===== config.mk =====
export PLATFORM = sky130hd
export DESIGN_NAME = timeout_static_priority_dispatcher
export DESIGN_NICKNAME = d
export VERILOG_FILES = /design/src/rtl/timeout_static_priority_dispatcher.sv
export SDC_FILE = /design/constraint.sdc
export NUM_CORES = 1
export LEC_CHECK = 0
export CORE_MARGIN = 3
export CORE_UTILIZATION = 30
export CTS_CLUSTER_DIAMETER = 100
export DETAILED_ROUTE_END_ITERATION = 8
export GPL_TIMING_DRIVEN = 1
export PLACE_DENSITY_LB_ADDON = 0.08
export SLEW_MARGIN = 5
export SYNTH_ARGS = -nofsm -noshare
export SYNTH_HDL_FRONTEND = slang
export SYNTH_SLANG_ARGS = --single-unit

===== constraint.sdc =====
create_clock -name clock -period 3.1 [get_ports clock]
set_input_delay 0.775 -clock clock [delete_from_list [all_inputs] [get_ports clock]]
set_output_delay 0.775 -clock clock [all_outputs]
set_load 0.02 [all_outputs]

===== src/rtl/timeout_static_priority_dispatcher.sv =====
// Single-entry dispatcher that steers each payload to one ready sink.
// Static lowest-index priority applies unless a ready sink's countdown has expired.
module timeout_static_priority_dispatcher #(
   parameter int SIZE    = 4,
   parameter int WIDTH   = 8,
   parameter int TIMEOUT = 8
) (
   input  logic             clock,
   input  logic             reset,
   input  logic             upstream_valid,
   input  logic [WIDTH-1:0] upstream_data,
   output logic             upstream_ready,
   output logic [SIZE-1:0]  downstream_valid,
   output logic [WIDTH-1:0] downstream_data,
   input  logic [SIZE-1:0]  downstream_ready
);

   localparam int CW = $clog2(TIMEOUT + 1);
   localparam logic [CW-1:0] RELOAD = CW'(TIMEOUT);

   logic             r_bufferValid;
   logic [WIDTH-1:0] r_bufferData;
   logic [CW-1:0]    r_countdown [SIZE];

   logic [SIZE-1:0]  w_timedOut;
   logic [SIZE-1:0]  w_select;
   logic             w_found;
   logic             w_upXfer;
   logic             w_downXfer;

   // Expired ready channels outrank everyone; otherwise plain lowest-index priority.
   always_comb begin
      w_timedOut = '0;
      w_select   = '0;
      w_found    = 1'b0;
      for (int i = 0; i < SIZE; i++) begin
         w_timedOut[i] = downstream_ready[i] && (r_countdown[i] == '0);
      end
      for (int i = 0; i < SIZE; i++) begin
         if (!w_found && w_timedOut[i]) begin
            w_select[i] = 1'b1;
            w_found     = 1'b1;
         end
      end
      for (int i = 0; i < SIZE; i++) begin
         if (!w_found && downstream_ready[i]) begin
            w_select[i] = 1'b1;
            w_found     = 1'b1;
         end
      end
   end

   assign w_downXfer       = r_bufferValid && (|downstream_ready);
   assign upstream_ready   = !r_bufferValid || w_downXfer;
   assign w_upXfer         = upstream_valid && upstream_ready;
   assign downstream_valid = r_bufferValid ? w_select : '0;
   assign downstream_data  = r_bufferData;

   // Reset outranks any transfer; a refill in the same cycle as a drain keeps the buffer full.
   always_ff @(posedge clock) begin
      if (reset) begin
         r_bufferValid <= 1'b0;
         r_bufferData  <= '0;
         for (int i = 0; i < SIZE; i++) begin
            r_countdown[i] <= RELOAD;
         end
      end else begin
         if (w_upXfer) begin
            r_bufferValid <= 1'b1;
            r_bufferData  <= upstream_data;
         end else if (w_downXfer) begin
            r_bufferValid <= 1'b0;
         end
         if (w_downXfer) begin
            for (int i = 0; i < SIZE; i++) begin
               if (w_select[i]) begin
                  r_countdown[i] <= RELOAD;
               end else if (downstream_ready[i] && (r_countdown[i] != '0)) begin
                  r_countdown[i] <= r_countdown[i] - CW'(1);
               end
            end
         end
      end
   end

endmodule


* After elaboration in Yosys (flattened, before gate mapping)
Memory sizes are Yosys's and may differ from the RTL's.
Cells that the tools add are included.
** Storage, ports and cells
- Flip-flop bits (word level) :: 9
- Bits in writable memories :: 16
- Input port bits :: 15
- Output and inout bits :: 13
- Word-level logic and storage cells :: 114
- Memories :: 1
** Memory list
- r_countdown :: words 4, width 4, rd ports 4, clocked after Yosys merged registers in 0, write ports 4, line 23 : logic [CW-1:0] r_countdown [SIZE];
** Cells by class
- $add $sub $neg :: 4
- Mux-type cells :: 63
- Bitwise logic cells :: 8
- Reduce and logical (&&, ||, !) cells :: 36
** Operators by type and width (number)
- $mux W1 :: 54
- $mux W4 :: 9
- $logic_and A1 B1 Y1 :: 17
- $logic_not A4 Y1 :: 4
- $reduce_bool A4 Y1 :: 4
- $sub A4 B1 Y4 const B :: 4
- $logic_not A1 Y1 :: 8
- $or A1 B1 Y1 :: 8
- $reduce_or A4 Y1 :: 1
- $reduce_bool A2 Y1 :: 1
- $logic_or A1 B1 Y1 :: 1

* Depth between registers and ports, before layout
- Depth in word-level cells :: 30
- Gate-level depth with buffers :: 6
- Mapped depth without buffers :: 6

* Worst setup path before layout
OpenSTA, ideal clock, no wires.
- Path kind :: input -> output
- Start point :: input downstream_ready[1]
- End point :: output downstream_valid[1]
- Arrival :: 2.010 ns
- Required time :: 2.325 ns
- Slack :: 0.315 ns
- Cell stages on the path :: 3
- Buffers on the path :: 0
- Cells stage by stage :: or4bb_1 o21a_1 nor3b_1
** Between the ends
- Cells in the longest elaborated chain, start to end :: 16
- Elaborated cells on any way between the ends :: 17
- Those cells by class :: mux: 7; reduce/logical: 10
** Ends and longest elaborated chain
- start, declared :: line 15 : input logic [SIZE-1:0] downstream_ready
- $logic_and A1 B1 Y1 :: line 37 : w_timedOut[i] = downstream_ready[i] && (r_countdown[i] == '0);
- $logic_and A1 B1 Y1 :: line 40 : if (!w_found && w_timedOut[i]) begin
- $mux W1 :: line 40
- $logic_not A1 Y1 :: line 40
- $logic_and A1 B1 Y1 :: line 40
- $mux W1 :: line 40
- $logic_not A1 Y1 :: line 40
- $logic_and A1 B1 Y1 :: line 40
- $mux W1 :: line 40
- $logic_not A1 Y1 :: line 46 : if (!w_found && downstream_ready[i]) begin
- $logic_and A1 B1 Y1 :: line 46
- $mux W1 :: line 46
- $logic_not A1 Y1 :: line 46
- $logic_and A1 B1 Y1 :: line 46
- $mux W1 * :: line 46
- $mux W4 * :: line 56 : assign downstream_valid = r_bufferValid ? w_select : '0;
- end, declared :: line 13 : output logic [SIZE-1:0] downstream_valid,
Mark *: on every way between the ends. The rest lies on a longest branch, timed or not.

* Final worst setup path
Same ends and word-level chain as after synthesis.

==> results.yml <==
floorplan:
  initial_core_util_pct: 31.5
  core-area_sq_mm: 0.00444
  num_io_pins: 28
  die_w_um: 74.3
  die_y_um: 74.3
  rows: 24
  die_area_sq_mm: 0.00553
timing:
  clock_skew_ns: 0.0119
  tns_ns: 0
  holdWs_ns: 0.503
  hold_viol: 0
  rsz0062_at_grt: "false"
  fin_crit_sh_pct: 97.6
  tightest_slew_ns: 0.325
  period_minus_slack_ns: 3.03
  max_freq_mhz: 330
  slew_headroom_pct: 78.3
  drv_slew: 0
  setup_viol: 0
synth:
  synth_largest_area_cell: "edfxtp_1"
  syn_inst: 131
  synth-seq-area-share_pct: 47.1
  avgSynthCellArea_sq_um: 10.7
  synth_area_leaders: "edfxtp_1, dfxtp_1, ha_1"
  synth_common_cells: "nor2_1, edfxtp_1, inv_1"
  synthDominantCellAreaShare_pct: 34.3
  syn_area_sq_mm: 0.00140
  synth_top_flop_cell: "edfxtp_1"
  synth-async-reset-ratio_pct: 0
  ys_seq_elements: 25
  synth_cell_types: 36
  synth_most_common_cell: "nor2_1"
  synth_nets: 154
  synth_edf_count: 16
  ys_warn_count: 0
placement:
  place_area_sq_mm: 0.00180
  io_buffers: 27
  hpwl_mm: 2.16
  gp_congestion: 0.737
finish:
  n_antenna_cell: 0
  n_fill_cell: 456
  design_area_sq_mm: 0.00185
  drive_gt1_share_pct: 18.2
  num-nets-final: 194
  syn2layout_area_growth_pct: 32.1
clock_tree:
  cts_tree: "done"
  ctsHoldBuffers: 0
  insertion_delay_ns: 0.27
  cts.htree.levels: 1
  cts.sink_count: 25
  cts_root_buf: "clkbuf_8"
  clock_path_buffers: 2
  cts_buffers: 3
  cts_setup_buffers: 0
  clk_pin_slew_worst_paths_ns: 0.09
pwr:
  vdd.ir_drop.worst_mv: 0.183
  leakage_nw: 0.724
  power-per-cell-area_mw_per_mm2: 382
  total_power_mw: 0.707
min_path:
  hold_path_end: "downstream_data[1]$_SDFFE_PP0P_"
  holdPathStages: 2
  holdCritPathClass: "flip-flop to flip-flop"
  worstHoldStart: "downstream_data[1]$_SDFFE_PP0P_"
setup_path:
  crit_type: "input pin to primary output"
  cp-end-kind: "primary output"
  crit-reg2reg-launch: "r_countdown[1][0]$_SDFFCE_PN0P_"
  crit_fanout: 3
  r2r_setup_slack_ns: 0.90
  cp.arrival_ns: 2.25
  cp.required_ns: 2.32
  r2r_end: "r_countdown[1][3]$_SDFFCE_PN1P_"
  startpoint_type: "input pin"
  worstRegToRegCells: 7
global_routing:
  use_met3_pct: 3.38
  busiest_layer: "met2"
  gr-total-overflow: 0
  grt.met1_usage_pct: 15.2
  grt_pass1_vias: 1069
  grt_use_met2_pct: 17.2
  antenna_found_initial: 0
  grt_max_degree: 17
  grt_pass1_wl_mm: 4.76
  grt_usage_pct: 11.2
run:
  cap_viol_max_count: 0
routing:
  dr_total_vias: 1056
  drt_pass1_iterations: 4
  wl_per_cell_um: 13.0
  avgViaCountPerCell: 4.76
  wirelength_mm: 2.88
  drc_errors: 0
  ant_nets: 0
  dr.first_iter.drc_count: 35
outcome:
  status: "completed"
==> final cells by class <==
cell class | instances | area, sq um | area share [%]
clock buffer | 4 | 45.0 | 2.43
inverter | 10 | 37.5 | 2.03
multi-input combinational | 93 | 704 | 38.0
sequential | 25 | 661 | 35.7
tap | 52 | 65.1 | 3.51
timing repair buffer | 38 | 339 | 18.3
==> sequential cells by signal (all words and copies together) (netlist names) <==
register	flops
r_bufferValid	1
downstream_data	8
r_countdown	16
==> metrics by stage <==
step	utilization [%]	cells	setup WS, ns
global route	41.7	222	0.00373
detailed placement	40.5	218	-0.533
global placement	40.5	218	-0.522
CTS	41.4	222	0.00935
floorplan	-	131	0.315
finish	41.7	222	0.0742
==> worst max-delay path, cell delays in order <==
cell and delay, ns:
clkdlybuf4s50_1 0.48, or4bb_1 0.43, o21a_1 0.23, nor3b_2 0.16
buf_4 0.16
==> worst max path at each step <==
stage                              startpoint                  end  slack, ns  cells after the start
after floorplan           downstream_ready[1]  downstream_valid[1]       0.32                      3
final                     downstream_ready[1]  downstream_valid[1]       0.07                      5
after global routing      downstream_ready[1]  downstream_valid[0]      0.004                      7
after CTS                 downstream_ready[1]  downstream_valid[0]      0.009                      7
after global placement    downstream_ready[1]  downstream_valid[1]      -0.52                      5
after detailed placement  downstream_ready[1]  downstream_valid[1]      -0.53                      5
==> cells in the final DEF (no fill, tap or decap), types with 2 or more instances in the layout <==
master           synthesis  layout
nor2_1                  25      25
clkdlybuf4s50_1          0      22
edfxtp_1                16      16
buf_4                    0      12
inv_1                   10      10
dfxtp_1                  9       9
xnor2_1                  8       8
mux2i_1                  8       8
ha_1                     8       8
nand2b_1                 6       6
nor3_1                   5       4
nand2_1                  3       3
clkbuf_8                 0       3
and4bb_2                 2       2
or2_2                    2       2
nor3b_2                  0       2
o21a_1                   2       2
nor3b_1                  4       2
a21oi_1                  2       2
buf_2                    1       2
==> cells by family (layout without fill, tap and decap cells) <==
| family | after synthesis | after routing | synth area share (%) |
|---|---|---|---|
| AND/OR/NAND/NOR | 55 | 55 | 22.8 |
| flip-flops | 25 | 25 | 47.1 |
| AO/OA/AOI/OAI | 14 | 14 | 8.13 |
| buffers and inverters | 13 | 52 | 4.11 |
| adder cells (fa/ha/maj) | 8 | 8 | 7.14 |
| XOR/XNOR | 8 | 8 | 5.00 |
| multiplexers | 8 | 8 | 5.71 |
==> where the power goes <==
part | total (mW) | internal, mW | switching [mW]
sequential | 0.385 | 0.371 | 0.0135
combinational | 0.122 | 0.0659 | 0.0559
clock | 0.201 | 0.0920 | 0.109
total | 0.707 | 0.529 | 0.178
==> metal layers <==
metal	vias to the layer above	routed length (um)	share of wire, %
li1	534	-	-
met1	492	1440	50
met2	28	1240	43
met3	2	177	6.1
met4	0	23	0.80
met5	-	0	0
==> timing repair <==
action / in CTS / in global routing
cloned: 0 / 0
resized for setup: 17 / 5
pin swaps: 2 / 0
setup endpoints to repair: 5 / 4
(Power assumes the default switching activity.)
